File: src/rtl/led_bar_meter_pkg.sv
// Shared types and helpers for the LED bar meter: FSM state encoding,
// mode constants and a constant-foldable ceil(log2) used for port widths.
package led_meter_pkg;

   typedef enum logic [1:0] {
      IDLE  = 2'd0,
      HOLD  = 2'd1,
      DECAY = 2'd2
   } state_e;

   localparam logic MODE_TRACK = 1'b0;
   localparam logic MODE_PEAK  = 1'b1;

   function automatic int clog2(input int v);
      int r;
      r = 0;
      for (int p = 1; p < v; p = p * 2) r = r + 1;
      return r;
   endfunction

endpackage

File: src/rtl/led_bar_meter_if.sv
// Sample/control inputs and bar outputs of the LED bar meter, bundled so the
// producer side (master) and the meter (slave) share one definition.
interface led_bar_meter_if
   import led_meter_pkg::*;
#(
   parameter int IN_W   = 2,
   parameter int N_LEDS = 6,
   parameter int LVL_W  = clog2(N_LEDS + 1)
);
   logic              valid;
   logic [IN_W-1:0]   v1;
   logic [IN_W-1:0]   v2;
   logic              mode;
   logic              clr_ovf;
   logic [N_LEDS-1:0] L14;
   logic [LVL_W-1:0]  level;
   logic              ovf;

   modport master (output valid, v1, v2, mode, clr_ovf,
                   input  L14, level, ovf);
   modport slave  (input  valid, v1, v2, mode, clr_ovf,
                   output L14, level, ovf);
endinterface

File: src/rtl/led_bar_meter_therm_enc.sv
// Level to thermometer decoder: bit i is lit whenever level exceeds i.
module therm_enc #(
   parameter int N_LEDS = 6,
   parameter int LVL_W  = 3
) (
   input  logic [LVL_W-1:0]  level,
   output logic [N_LEDS-1:0] therm
);

   always_comb begin
      therm = '0;
      for (int i = 0; i < N_LEDS; i++) therm[i] = (32'(level) > i);
   end

endmodule

File: src/rtl/led_bar_meter.sv
// LED bar meter: saturating sum of two operands shown as a thermometer bar,
// either tracking each sample or holding the peak and decaying it slowly.
module led_bar_meter
   import led_meter_pkg::*;
#(
   parameter int IN_W      = 2,
   parameter int N_LEDS    = 6,
   parameter int HOLD_CYC  = 8,
   parameter int DECAY_DIV = 4,
   parameter int LVL_W     = clog2(N_LEDS + 1)
) (
   input logic            clk,
   input logic            rst,
   led_bar_meter_if.slave bus
);

   localparam int HC_W = clog2(HOLD_CYC + 1);
   localparam int DC_W = clog2(DECAY_DIV + 1);

   localparam logic [1:0] ST_IDLE  = IDLE;
   localparam logic [1:0] ST_HOLD  = HOLD;
   localparam logic [1:0] ST_DECAY = DECAY;

   function automatic logic [LVL_W-1:0] sat_sum(input logic [IN_W:0] s);
      if (32'(s) > N_LEDS) return LVL_W'(N_LEDS);
      return LVL_W'(s);
   endfunction

   logic [IN_W:0]      sum;
   logic [LVL_W-1:0]   sample;
   logic               sum_over;
   logic               mode_chg;

   logic [LVL_W-1:0]   level_q, level_d;
   logic [1:0]         state_q, state_d;
   logic [HC_W-1:0]    hold_cnt_q, hold_cnt_d;
   logic [DC_W-1:0]    div_cnt_q, div_cnt_d;
   logic               ovf_q, ovf_d;
   logic               mode_q, mode_d;
   logic               mode_vld_q, mode_vld_d;

   assign sum      = {1'b0, bus.v1} + {1'b0, bus.v2};
   assign sample   = sat_sum(sum);
   assign sum_over = (32'(sum) > N_LEDS);
   // The first edge after reset only learns the mode; it is not a mode change.
   assign mode_chg = mode_vld_q && (bus.mode != mode_q);

   always_comb begin
      level_d    = level_q;
      state_d    = state_q;
      hold_cnt_d = hold_cnt_q;
      div_cnt_d  = div_cnt_q;
      mode_d     = bus.mode;
      mode_vld_d = 1'b1;
      ovf_d      = ovf_q;

      if (bus.valid && sum_over) ovf_d = 1'b1;
      else if (bus.clr_ovf)      ovf_d = 1'b0;

      if (mode_chg || bus.mode == MODE_TRACK) begin
         state_d    = ST_IDLE;
         hold_cnt_d = '0;
         div_cnt_d  = '0;
         if (!mode_chg && bus.valid) level_d = sample;
      end else if (bus.valid && sample >= level_q) begin
         // Capture beats any decay step due on this edge.
         level_d    = sample;
         state_d    = ST_HOLD;
         hold_cnt_d = '0;
         div_cnt_d  = '0;
      end else begin
         case (state_q)
            ST_HOLD: begin
               if (hold_cnt_q == HC_W'(HOLD_CYC - 1)) begin
                  state_d    = (level_q == '0) ? ST_IDLE : ST_DECAY;
                  hold_cnt_d = '0;
                  div_cnt_d  = '0;
               end else begin
                  hold_cnt_d = hold_cnt_q + HC_W'(1);
               end
            end
            ST_DECAY: begin
               if (level_q == '0) begin
                  state_d   = ST_IDLE;
                  div_cnt_d = '0;
               end else if (div_cnt_q == DC_W'(DECAY_DIV - 1)) begin
                  level_d   = level_q - LVL_W'(1);
                  div_cnt_d = '0;
                  if (level_q == LVL_W'(1)) state_d = ST_IDLE;
               end else begin
                  div_cnt_d = div_cnt_q + DC_W'(1);
               end
            end
            default: ;
         endcase
      end
   end

   always_ff @(posedge clk or posedge rst) begin
      if (rst) begin
         level_q    <= '0;
         state_q    <= ST_IDLE;
         hold_cnt_q <= '0;
         div_cnt_q  <= '0;
         ovf_q      <= 1'b0;
         mode_q     <= MODE_TRACK;
         mode_vld_q <= 1'b0;
      end else begin
         level_q    <= level_d;
         state_q    <= state_d;
         hold_cnt_q <= hold_cnt_d;
         div_cnt_q  <= div_cnt_d;
         ovf_q      <= ovf_d;
         mode_q     <= mode_d;
         mode_vld_q <= mode_vld_d;
      end
   end

   therm_enc #(
      .N_LEDS (N_LEDS),
      .LVL_W  (LVL_W)
   ) u_therm (
      .level (level_q),
      .therm (bus.L14)
   );

   assign bus.level = level_q;
   assign bus.ovf   = ovf_q;

endmodule

File: src/flat_wrapper.sv
// flat-port wrapper written by rule: the top's interface ports become plain ports
module led_bar_meter_flat import led_meter_pkg::*;
#(
   parameter int IN_W      = 2,
   parameter int N_LEDS    = 6,
   parameter int HOLD_CYC  = 8,
   parameter int DECAY_DIV = 4,
   parameter int LVL_W     = clog2(N_LEDS + 1)
)
  (clk, rst, bus_valid, bus_v1, bus_v2, bus_mode, bus_clr_ovf, bus_L14, bus_level, bus_ovf);
  led_bar_meter_if #(.IN_W(IN_W), .N_LEDS(N_LEDS), .LVL_W(LVL_W)) bus_i ();
  input logic clk;
  input logic rst;
  input wire logic [$bits(bus_i.valid)-1:0] bus_valid;
  input wire logic [$bits(bus_i.v1)-1:0] bus_v1;
  input wire logic [$bits(bus_i.v2)-1:0] bus_v2;
  input wire logic [$bits(bus_i.mode)-1:0] bus_mode;
  input wire logic [$bits(bus_i.clr_ovf)-1:0] bus_clr_ovf;
  output wire logic [$bits(bus_i.L14)-1:0] bus_L14;
  output wire logic [$bits(bus_i.level)-1:0] bus_level;
  output wire logic [$bits(bus_i.ovf)-1:0] bus_ovf;
  assign bus_i.valid = bus_valid;
  assign bus_i.v1 = bus_v1;
  assign bus_i.v2 = bus_v2;
  assign bus_i.mode = bus_mode;
  assign bus_i.clr_ovf = bus_clr_ovf;
  assign bus_L14 = bus_i.L14;
  assign bus_level = bus_i.level;
  assign bus_ovf = bus_i.ovf;
  led_bar_meter #(.IN_W(IN_W), .N_LEDS(N_LEDS), .HOLD_CYC(HOLD_CYC), .DECAY_DIV(DECAY_DIV), .LVL_W(LVL_W)) u_core (.clk(clk), .rst(rst), .bus(bus_i));
endmodule
File: config.mk
export PLATFORM = sky130hd
export DESIGN_NAME = led_bar_meter_flat
export DESIGN_NICKNAME = d
export VERILOG_FILES = /design/src/rtl/led_bar_meter_pkg.sv /design/src/rtl/led_bar_meter_if.sv /design/src/rtl/led_bar_meter_therm_enc.sv /design/src/rtl/led_bar_meter.sv /design/src/flat_wrapper.sv
export SDC_FILE = /design/constraint.sdc
export NUM_CORES = 1
export LEC_CHECK = 0
export ABC_AREA = 1
export CAP_MARGIN = 20
export CORE_MARGIN = 8
export CORE_UTILIZATION = 40
export DETAILED_ROUTE_END_ITERATION = 12
export PLACE_DENSITY = 0.61
export RECOVER_POWER = 100
export SYNTH_ARGS = -nofsm -noshare
export SYNTH_HDL_FRONTEND = slang
export SYNTH_SLANG_ARGS = --single-unit
File: constraint.sdc
create_clock -name clk -period 2.1 [get_ports clk]
set_input_delay 0.21 -clock clk [delete_from_list [all_inputs] [get_ports clk]]
set_output_delay 0.21 -clock clk [all_outputs]
set_load 0.01 [all_outputs]
==> out/qor.yml, run 1 <==
status: "complete, no violations"
worstReg2RegEnd: "u_core.bus.level[1]$_DFFE_PP0P_"
nets: 199
p_switching_uw: 546
cts_sinks: 15
path_class: "register to output pin"
rr_startpoint: "u_core.bus.level[2]$_DFFE_PP0P_"
muxShareOfSynthArea_pct: 0
ys_ff_latch: 15
drive_gt1_share_pct: 26.3
clock_latency_ns: 0.29
dpl_cell_area_mm2: 0.00135
synth_fa_ha_area_share_pct: 16.9
fmax_mhz: 496
clkPwrFrac_pct: 12.8
drt_iter0_drc: 35
endpoint_kind: "output pin"
syn_area_per_cell_um2: 7.85
fin_crit_ns: 2.02
holdPathEnd: "u_core.bus.ovf$_DFFE_PP0P_"
netlist_area_mm2: 0.00108
hold_path_depth: 4
synthXorXnorAreaFrac_pct: 1.62
synth_top_area_share_pct: 34.6
setup_viol: 0
wl_per_cell_um: 11.5
antenna_cells: 0
drv_slew: 0
grt_pass1_vias: 1025
place_congestion: 0.814
ys_types: 28
min_from: "bus_v2[0]"
holdWs_ns: 0.382
worst_ep_required_time_ns: 1.89
rsz0062_at_grt: "no"
drc: 0
synthSimpleGateAreaFrac_pct: 29.6
p_seq_share_pct: 28.4
clkTransAtPathRegs_ns: 0.10
synth_area_leaders: "dfrtp_1 (35%), ha_1 (15%), nand2_1 (12%)"
tightestPinTransition_ns: 0.603
cts_buffers: 3
arrival_ns: 1.81
grt-ovfl-total: 0
dieArea_mm2: 0.00463
stdcell_area_mm2: 0.00147
hold_class: "primary input to register"
clockBufferDepth: 2
dpl.hpwl_mm: 1.88
instances_no_fill: 206
most-common-layout-cells: "nand2_1 (32), inv_1 (19), buf_4 (14), dfrtp_1 (13), ha_1 (12)"
combPwrFrac_pct: 58.9
setup_tns_ns: 0
synth_nets: 161
postRouteAntennaNets: 0
cts_max_level: 1
cts_tree: "done"
io_buffers: 18
synth_cells: 138
fp-row-count: 19
io_pins: 19
initial_core_util_pct: 40.7
critical_path.max_fanout: 6
finClkSkew_ns: 0.0115
rrSetupSlack_ns: 0.39
yosysTopAreaCell: "dfrtp_1"
synth_compound_area_share_pct: 8.43
power_leakage_nw: 0.773
layout_commonest_cell: "nand2_1"
viasPerCell: 4.78
irDropWorstVdd_mv: 0.708
fillers: 247
grt_pass1_wl_mm: 4.33
drt_wl_total_mm: 2.36
hold_violations: 0
yosysSeqAreaShare_pct: 34.6
core_mm2: 0.00266
start_kind: "register"
slew_headroom_pct: 59.7
place_inst: 193
post-route-util_pct: 55.2
area_delta_synth_final_pct: 35.7
grt_usage_pct: 12.0
die_x_um: 68.0
antenna_found_initial: 0
drv_cap: 0
p_int_uw: 775
power_per_cell_area_mw_per_mm2: 899
root_buffer: "clkbuf_4"
vias: 984
hold_buffers: 0
dieHeight_um: 68.0
post-route-period-util_pct: 96.0
r2r_cells: 10
switching_share_pct: 41.3
grt_max_degree: 16
drt_pre_antenna_iters: 4
synth_top_family_by_area: "simple AND/OR/NAND/NOR gates"
yosysWarnings: 0
## synth_stat cells
cell,count
nand2_1,34
inv_1,19
dfrtp_1,15
ha_1,13
a21oi_1,7
nand3_1,7
nor2_1,7
nand2_2,5
inv_2,4
o21ai_0,4
nand2_4,3
nand4_1,3
nor2_2,2
a21oi_2,1
conb_1,1
fa_1,1
inv_4,1
nand3_2,1
nand3b_1,1
nor3_1,1
o21ai_1,1
o21ai_2,1
o22ai_1,1
o31ai_1,1
or2_0,1
or2_2,1
xnor2_1,1
xor2_1,1
## final cells by class
| type | count | area (um2) | share of cell area [%] |
|---|---|---|---|
| clock buffers | 4 | 26.3 | 1.79 |
| inverters | 24 | 92.6 | 6.30 |
| multi-input cells | 99 | 644 | 43.8 |
| flip-flops and latches | 15 | 378 | 25.7 |
| well taps | 31 | 38.8 | 2.64 |
| repair buffers | 33 | 290 | 19.7 |
## per-layer routing
layer  wire length, um  GRT usage (%)  part of all wire, %  up-vias
li1                  -              -                    -      509
met5                 0              0                    0        -
met3                88           3.27                  3.7        6
met2              1150           21.0                   49       12
met1              1080           13.6                   46      457
met4                40           4.60                  1.7        0
## worst max-delay path, stage by stage, from the launching register on
cell             delay [ns]
dfrtp_2                0.42
inv_1                  0.12
ha_1                   0.23
nor3_1                 0.18
clkdlybuf4s50_1        0.56
## worst max path at each step
| stage | cells after the start | endpoint | startpoint | slack, ns |
|---|---|---|---|---|
| after floorplan | 15 | u_core.bus.level[1]$_DFFE_PP0P_ | bus_v2[0] | 0.08 |
| after global placement | 16 | u_core.bus.level[1]$_DFFE_PP0P_ | bus_v2[0] | -0.36 |
| after detailed placement | 16 | u_core.bus.level[1]$_DFFE_PP0P_ | bus_v2[0] | -0.45 |
| after CTS | 15 | u_core.bus.level[1]$_DFFE_PP0P_ | bus_v2[1] | 0.005 |
| after global routing | 16 | u_core.bus.level[1]$_DFFE_PP0P_ | bus_v1[0] | 0.003 |
| final | 4 | bus_L14[5] | u_core.bus.level[1]$_DFFE_PP0P_ | 0.08 |
## power by group through the flow
stage / clock network (mW) / registers (mW) / logic [mW]
6_report: 0.168 / 0.375 / 0.778
5_1_grt: 0.192 / 0.382 / 0.873
4_1_cts: 0.177 / 0.380 / 0.775
3_5_place_dp: 0 / 0.383 / 0.723
3_3_place_gp: 0 / 0.379 / 0.713
2_1_floorplan: 0 / 0.384 / 0.408
## logic make-up (layout without fill, tap and decap cells)
logic type               Yosys count  in the layout
other                              1              1
buffers and inverters             24             61
AND/OR/NAND/NOR                   66             66
AO/OA/AOI/OAI                     16             16
XOR/XNOR                           2              2
adder cells (fa/ha/maj)           14             14
flip-flops                        15             15
## through the flow
step / setup WS (ns) / power, mW
global route: 0.00284 / 1.45
finish: 0.0830 / 1.32
detailed placement: -0.454 / 1.11
global placement: -0.358 / 1.09
CTS: 0.00517 / 1.33
floorplan: 0.0798 / 0.792
## state kept, by name, indices dropped and copies added (netlist names)
register / count
u_core.div_cnt_q: 3
u_core.mode_vld_q: 1
u_core.mode_q: 1
u_core.bus.level: 3
u_core.state_q: 2
u_core.hold_cnt_q: 4
u_core.bus.ovf: 1
## repair_timing
action / 4_1_cts / 5_1_grt
gates resized for setup: 9 / 11
endpoints found under the setup margin: 12 / 15
setup buffers: 7 / 2
pin swaps: 9 / 11
gates cloned: 0 / 0
Note: power is estimated with default switching activity, not from simulation.
==> run 2: changes to the inputs <==
--- a/config.mk
+++ b/config.mk
@@ -10,6 +10,7 @@
 export CORE_MARGIN = 8
 export CORE_UTILIZATION = 40
 export DETAILED_ROUTE_END_ITERATION = 12
+export GPL_ROUTABILITY_DRIVEN = 0
 export PLACE_DENSITY = 0.61
 export RECOVER_POWER = 100
 export SYNTH_ARGS = -nofsm -noshare
==> results of run 2 <==
No change in the layout: final DEF, timing and power equal those of run 1.
